`config.mk`:
```
export PLATFORM = sky130hd
export DESIGN_NAME = mux4_rr_arbiter
export DESIGN_NICKNAME = d
export VERILOG_FILES = /design/src/rtl/mux4_arb_pkg.sv /design/src/rtl/mux4_rr_arbiter_pick.sv /design/src/rtl/mux4_rr_arbiter.sv
export SDC_FILE = /design/constraint.sdc
export NUM_CORES = 1
export LEC_CHECK = 0
export BUFFER_PORTS_ARGS = -buffer_cell sky130_fd_sc_hd__buf_2
export CORE_UTILIZATION = 32
export CTS_CLUSTER_SIZE = 16
export DETAILED_ROUTE_END_ITERATION = 10
export HOLD_SLACK_MARGIN = 0.06
export PLACE_DENSITY_LB_ADDON = 0.2
export SETUP_SLACK_MARGIN = 0.02
export SYNTH_ARGS = -nofsm -noshare
export SYNTH_HDL_FRONTEND = slang
export SYNTH_SLANG_ARGS = --single-unit
```
`constraint.sdc`:
```
create_clock -name clk -period 2.12 [get_ports clk]
set_input_delay 0.424 -clock clk [delete_from_list [all_inputs] [get_ports clk]]
set_output_delay 0.424 -clock clk [all_outputs]
set_load 0.005 [all_outputs]
```
`src/rtl/mux4_arb_pkg.sv`:
```
// Shared types and constants for the 4-way round-robin mux arbiter.
// Latency: none (definitions only).
// Backpressure: not applicable.
package mux4_arb_pkg;

  localparam int NUM_REQ = 4;
  localparam int SEL_W   = 2;

  // Arbiter FSM: IDLE picks a requester, GRANT steers its handshake.
  typedef enum logic [0:0] {
    IDLE  = 1'b0,
    GRANT = 1'b1
  } arb_state_e;

  // Next requester index after s, wrapping 3 -> 0.
  function automatic logic [SEL_W-1:0] sel_inc(input logic [SEL_W-1:0] s);
    return s + SEL_W'(1);
  endfunction

endpackage

```
`src/rtl/mux4_rr_arbiter_pick.sv`:
```
// Rotate-priority picker: first set request bit at or after ptr, wrapping 3 -> 0.
// Latency: purely combinational.
// Backpressure: none; any_req_o is simply the OR of all requests.
module rr_pick4
  import mux4_arb_pkg::*;
(
  input  logic [NUM_REQ-1:0] req_i,
  input  logic [SEL_W-1:0]   ptr_i,
  output logic [SEL_W-1:0]   idx_o,
  output logic               any_req_o
);

  logic [SEL_W-1:0] cand;

  // Walk the candidates from lowest to highest priority so the last hit,
  // i.e. the one closest to ptr, is the one that sticks.
  always_comb begin
    idx_o = ptr_i;
    cand  = ptr_i;
    for (int k = NUM_REQ - 1; k >= 0; k--) begin
      cand = ptr_i + SEL_W'(k);
      if (req_i[cand]) begin
        idx_o = cand;
      end
    end
  end

  assign any_req_o = |req_i;

endmodule

```
`src/rtl/mux4_rr_arbiter.sv`:
```
// Round-robin arbiter sharing one 4:1 muxed valid/ready channel between four requesters.
// Latency: 1 cycle of arbitration (IDLE) per grant; data path is combinational.
// Backpressure: out_ready is steered to the granted requester only; the grant is held until it transfers.
// Optional packet lock is enabled with `define MUX_ARB_LOCK_EN (grant held until last / MAX_BEATS).
module mux4_rr_arbiter
  import mux4_arb_pkg::*;
#(
  parameter int WIDTH     = 8,
  parameter int MAX_BEATS = 16
) (
  input  logic                     clk,
  input  logic                     rst,
  input  logic [NUM_REQ-1:0]       req_valid,
  input  logic [NUM_REQ*WIDTH-1:0] req_data,
  input  logic [NUM_REQ-1:0]       req_last,
  output logic [NUM_REQ-1:0]       req_ready,
  output logic                     out_valid,
  output logic [WIDTH-1:0]         out_data,
  output logic                     out_last,
  input  logic                     out_ready,
  output logic [SEL_W-1:0]         sel,
  output logic                     grant_valid
);

  arb_state_e       state_q;
  logic [SEL_W-1:0] ptr_q;
  logic [SEL_W-1:0] sel_q;
  logic             grant_valid_q;

  logic [SEL_W-1:0] pick_idx;
  logic             pick_any;
  logic             xfer;
  logic             grant_end;

  logic [WIDTH-1:0] data_arr [NUM_REQ];

  for (genvar i = 0; i < NUM_REQ; i++) begin : g_unpack
    assign data_arr[i] = req_data[i*WIDTH +: WIDTH];
  end

  rr_pick4 u_pick (
    .req_i     (req_valid),
    .ptr_i     (ptr_q),
    .idx_o     (pick_idx),
    .any_req_o (pick_any)
  );

  // Steer the granted requester onto the output; everything is quiet in IDLE.
  always_comb begin
    out_valid = 1'b0;
    out_data  = '0;
    out_last  = 1'b0;
    req_ready = '0;
    if (state_q == GRANT) begin
      out_valid        = req_valid[sel_q];
      out_data         = data_arr[sel_q];
      out_last         = req_last[sel_q];
      req_ready[sel_q] = out_ready;
    end
  end

  assign xfer = out_valid && out_ready;

`ifdef MUX_ARB_LOCK_EN
  // Counter wide enough to hold MAX_BEATS itself; one bit when the limit is off.
  localparam int CNT_W = (MAX_BEATS > 0) ? $clog2(MAX_BEATS + 1) : 1;

  logic [CNT_W-1:0] beat_cnt_q;
  logic [CNT_W:0]   beat_inc;
  logic             hit_max;

  assign beat_inc  = {1'b0, beat_cnt_q} + (CNT_W + 1)'(1);
  assign hit_max   = (MAX_BEATS != 0) && (beat_inc == (CNT_W + 1)'(MAX_BEATS));
  assign grant_end = xfer && (out_last || hit_max);
`else
  // Single-beat arbitration: every accepted beat hands the channel on.
  logic unused_max_beats;
  assign unused_max_beats = |MAX_BEATS;
  assign grant_end        = xfer;
`endif

  // Arbitration FSM with registered sel / grant_valid and the rotating pointer.
  always_ff @(posedge clk or posedge rst) begin
    if (rst) begin
      state_q       <= IDLE;
      ptr_q         <= '0;
      sel_q         <= '0;
      grant_valid_q <= 1'b0;
`ifdef MUX_ARB_LOCK_EN
      beat_cnt_q    <= '0;
`endif
    end else begin
      case (state_q)
        IDLE: begin
          if (pick_any) begin
            sel_q         <= pick_idx;
            state_q       <= GRANT;
            grant_valid_q <= 1'b1;
`ifdef MUX_ARB_LOCK_EN
            beat_cnt_q    <= '0;
`endif
          end
        end
        GRANT: begin
`ifdef MUX_ARB_LOCK_EN
          if (xfer) begin
            beat_cnt_q <= beat_inc[CNT_W-1:0];
          end
`endif
          if (grant_end) begin
            // The released requester drops to lowest priority next round.
            ptr_q         <= sel_inc(sel_q);
            state_q       <= IDLE;
            grant_valid_q <= 1'b0;
          end
        end
        default: begin
          state_q       <= IDLE;
          grant_valid_q <= 1'b0;
        end
      endcase
    end
  end

  assign sel         = sel_q;
  assign grant_valid = grant_valid_q;

  // At most one requester ever sees ready.
  a_ready_onehot: assert property (@(posedge clk) disable iff (rst) $onehot0(req_ready));

  // A grant never moves to another requester without an intervening release.
  a_sel_stable: assert property (@(posedge clk) disable iff (rst)
    (grant_valid_q && !grant_end) |=> (sel_q == $past(sel_q)));

  // grant_valid mirrors the FSM state.
  a_gv_state: assert property (@(posedge clk) disable iff (rst)
    grant_valid_q == (state_q == GRANT));

endmodule
```
==> impl_metrics.tcl <==
set metrics [dict create \
    outcome "completed" \
    cp_slowest_cell "mux4_2" \
    dp_hpwl_mm 1.64 \
    grt_start_max_net_pins 19 \
    synth_common_cells "and2_1 (10), mux4_2 (10), dfrtp_1 (6)" \
    cp_slowest_stage_delay_ns 0.57 \
    synth_edf_count 0 \
    critPathKind "reg2out" \
    yosysSeqAreaShare_pct 21.8 \
    async_flop_share_pct 100 \
    fin_crit_sh_pct 95.2 \
    wl_mm 1.93 \
    synthesis.nets 110 \
    dr.pass1.iters 4 \
    cellPowerDensity_nw_per_um2 1050 \
    grt_pass1_vias 768 \
    finalHoldViolCount 0 \
    setup_viol 0 \
    ys_warn_count 0 \
    synth_top_area_share_pct 32.7 \
    route.vias.total 764 \
    start_kind "flop" \
    io_pins 60 \
    diodes 0 \
    finalSetupTns_ns 0 \
    wl_per_cell_um 12.7 \
    final_nets 174 \
    relSlewSlack_pct 67.6 \
    maxCapViolations 0 \
    holdBufCountCts 0 \
    root_buffer "clkbuf_4" \
    synth.distinct_cells 25 \
    fin_crit_ns 2.02 \
    rsz0062_at_grt "false" \
    grt_first_pass_wirelength_mm 3.25 \
    drcViolationCount 0 \
    fp.coreArea_sq_um 1980 \
    worstPathCellList "mux4_2 -> and2_1 -> buf_2" \
    dp_slack_ns 0.344 \
    io_buffer_count 59 \
    post_drt_via_cell_ratio 5.03 \
    antenna_found_initial 0 \
    yosysTopAreaCell "mux4_2" \
    crit_fanout 8 \
    clk_path_buf_depth 2 \
    tightest_slew_ns 0.473 \
    stdcell_area_sq_um 1040 \
    post_cts_buffers 0 \
    synth.area.top_cells "mux4_2 (33%), dfrtp_1 (22%), and2_1 (9.1%)" \
    ys.flop_type "dfrtp_1" \
    core.rowCount 16 \
    hold_slack_ns 0.0879 \
    syn2layout_area_growth_pct 51.5 \
    ys_seq_elements 6 \
    syn_inst 63 \
    ir_worst_vdd_uv 771 \
    dieArea_sq_um 2340 \
    clk_latency_ns 0.24 \
    postPlaceCellArea_sq_um 1020 \
    start_util_pct 34.7 \
    die_h_um 48.4 \
    post_cts_resized 0 \
    critPathArrivalTime_ns 1.59 \
    endpoint_kind "primary output" \
    fin_ws_ns 0.102 \
    drt-initial-drc-count 4 \
    clock_sinks 6 \
    leakage_nw 0.551 \
    grtUsageTotal_pct 17.4 \
    grt.overflow.total 0 \
    crit_required_ns 1.70 \
    path_clk_slew_ns 0.04 \
    dieWidth_um 48.4 \
    power.total_w 0.00109 \
    tritoncts "yes" \
    drive_gt1_share_pct 61.6 \
    drv_slew 0 \
    ant_nets 0 \
    synth_area_sq_um 688 \
    hold_class "in2async" \
    fmax_ghz 0.496 \
    avgSynthCellArea_sq_um 10.9 \
    place.gp.congestion 0.855 \
    htree_levels 1 \
    cts_made_buffers 3 \
    fin_skew_ns 0.000930 \
]
[layer usage]
layer	global-route usage, %	vias to the layer above	wire length [um]
li1	-	363	-
met1	19.0	364	751
met2	31.5	33	1010
met3	5.35	4	152
met4	6.37	0	18
met5	0	-	0
[kinds of logic after synthesis]
kind of cell	count (synthesis)	synth area share [%]
muxes	11	34.9
buffers and inverters	7	5.09
adders and majority gates	4	7.27
AOI/OAI and AO/OA	10	9.27
and+or+nand+nor	25	21.6
DFF	6	21.8
[path summary, 6_finish.rpt]
check,startpoint,to,slack (ns),cells after the start
setup reg to reg,sel[1]$_DFFE_PP0P_,ptr_q[1]$_DFFE_PP0P_,0.48,3
setup / recovery,sel[1]$_DFFE_PP0P_,out_valid,0.10,3
max in group asynchronous,rst,ptr_q[0]$_DFFE_PP0P_,1.84,2
hold / removal,rst,state_q$_DFF_PP0_,0.09,2
hold reg to reg,grant_valid$_DFFE_PP0P_,grant_valid$_DFFE_PP0P_,0.47,1
min in group clk,grant_valid$_DFFE_PP0P_,grant_valid$_DFFE_PP0P_,0.47,1
[stage by stage]
| stage | cells | util (%) |
|---|---|---|
| floorplan | 63 | - |
| global placement | 149 | 51.5 |
| detailed placement | 149 | 51.5 |
| CTS | 152 | 52.6 |
| global route | 152 | 52.6 |
| finish | 152 | 52.6 |
[placed cells by master (no fill, tap or decap), drive strengths merged, types with 3 or more instances in the layout]
| master | n |
|---|---|
| nor2 | 4 |
| and3 | 4 |
| ha | 4 |
| a21oi | 3 |
| inv | 4 |
| buf | 62 |
| mux4 | 10 |
| and2 | 10 |
| dfrtp | 6 |
| clkbuf | 3 |
[registers in the layout, summed over array words and instances (netlist names)]
register and flops:
ptr_q 2, sel 2, grant_valid 1, state_q 1
[layout make-up]
class	count	area, sq um
fill	196	940
inverter	4	15.0
multi-input combinational	50	503
timing repair buffer	62	318
tap	27	33.8
sequential	6	150
clock buffer	3	22.5
[report_power, final]
part / internal, W / leakage, nW / switching [W] / total, W
clock network: 0.0000637 / 0.0138 / 0.0000368 / 0.000101
registers: 0.000168 / 0.0706 / 0.0000901 / 0.000258
logic: 0.000439 / 0.467 / 0.000293 / 0.000731
total: 0.000671 / 0.551 / 0.000420 / 0.00109
[worst max-delay path, delay by kind of cell (launching register included)]
kind | cells | cell delay (ns)
DFF | 1 | 0.49
muxes | 1 | 0.57
and+or+nand+nor | 1 | 0.18
buffers and inverters | 1 | 0.12
(Power assumes the default switching activity.)
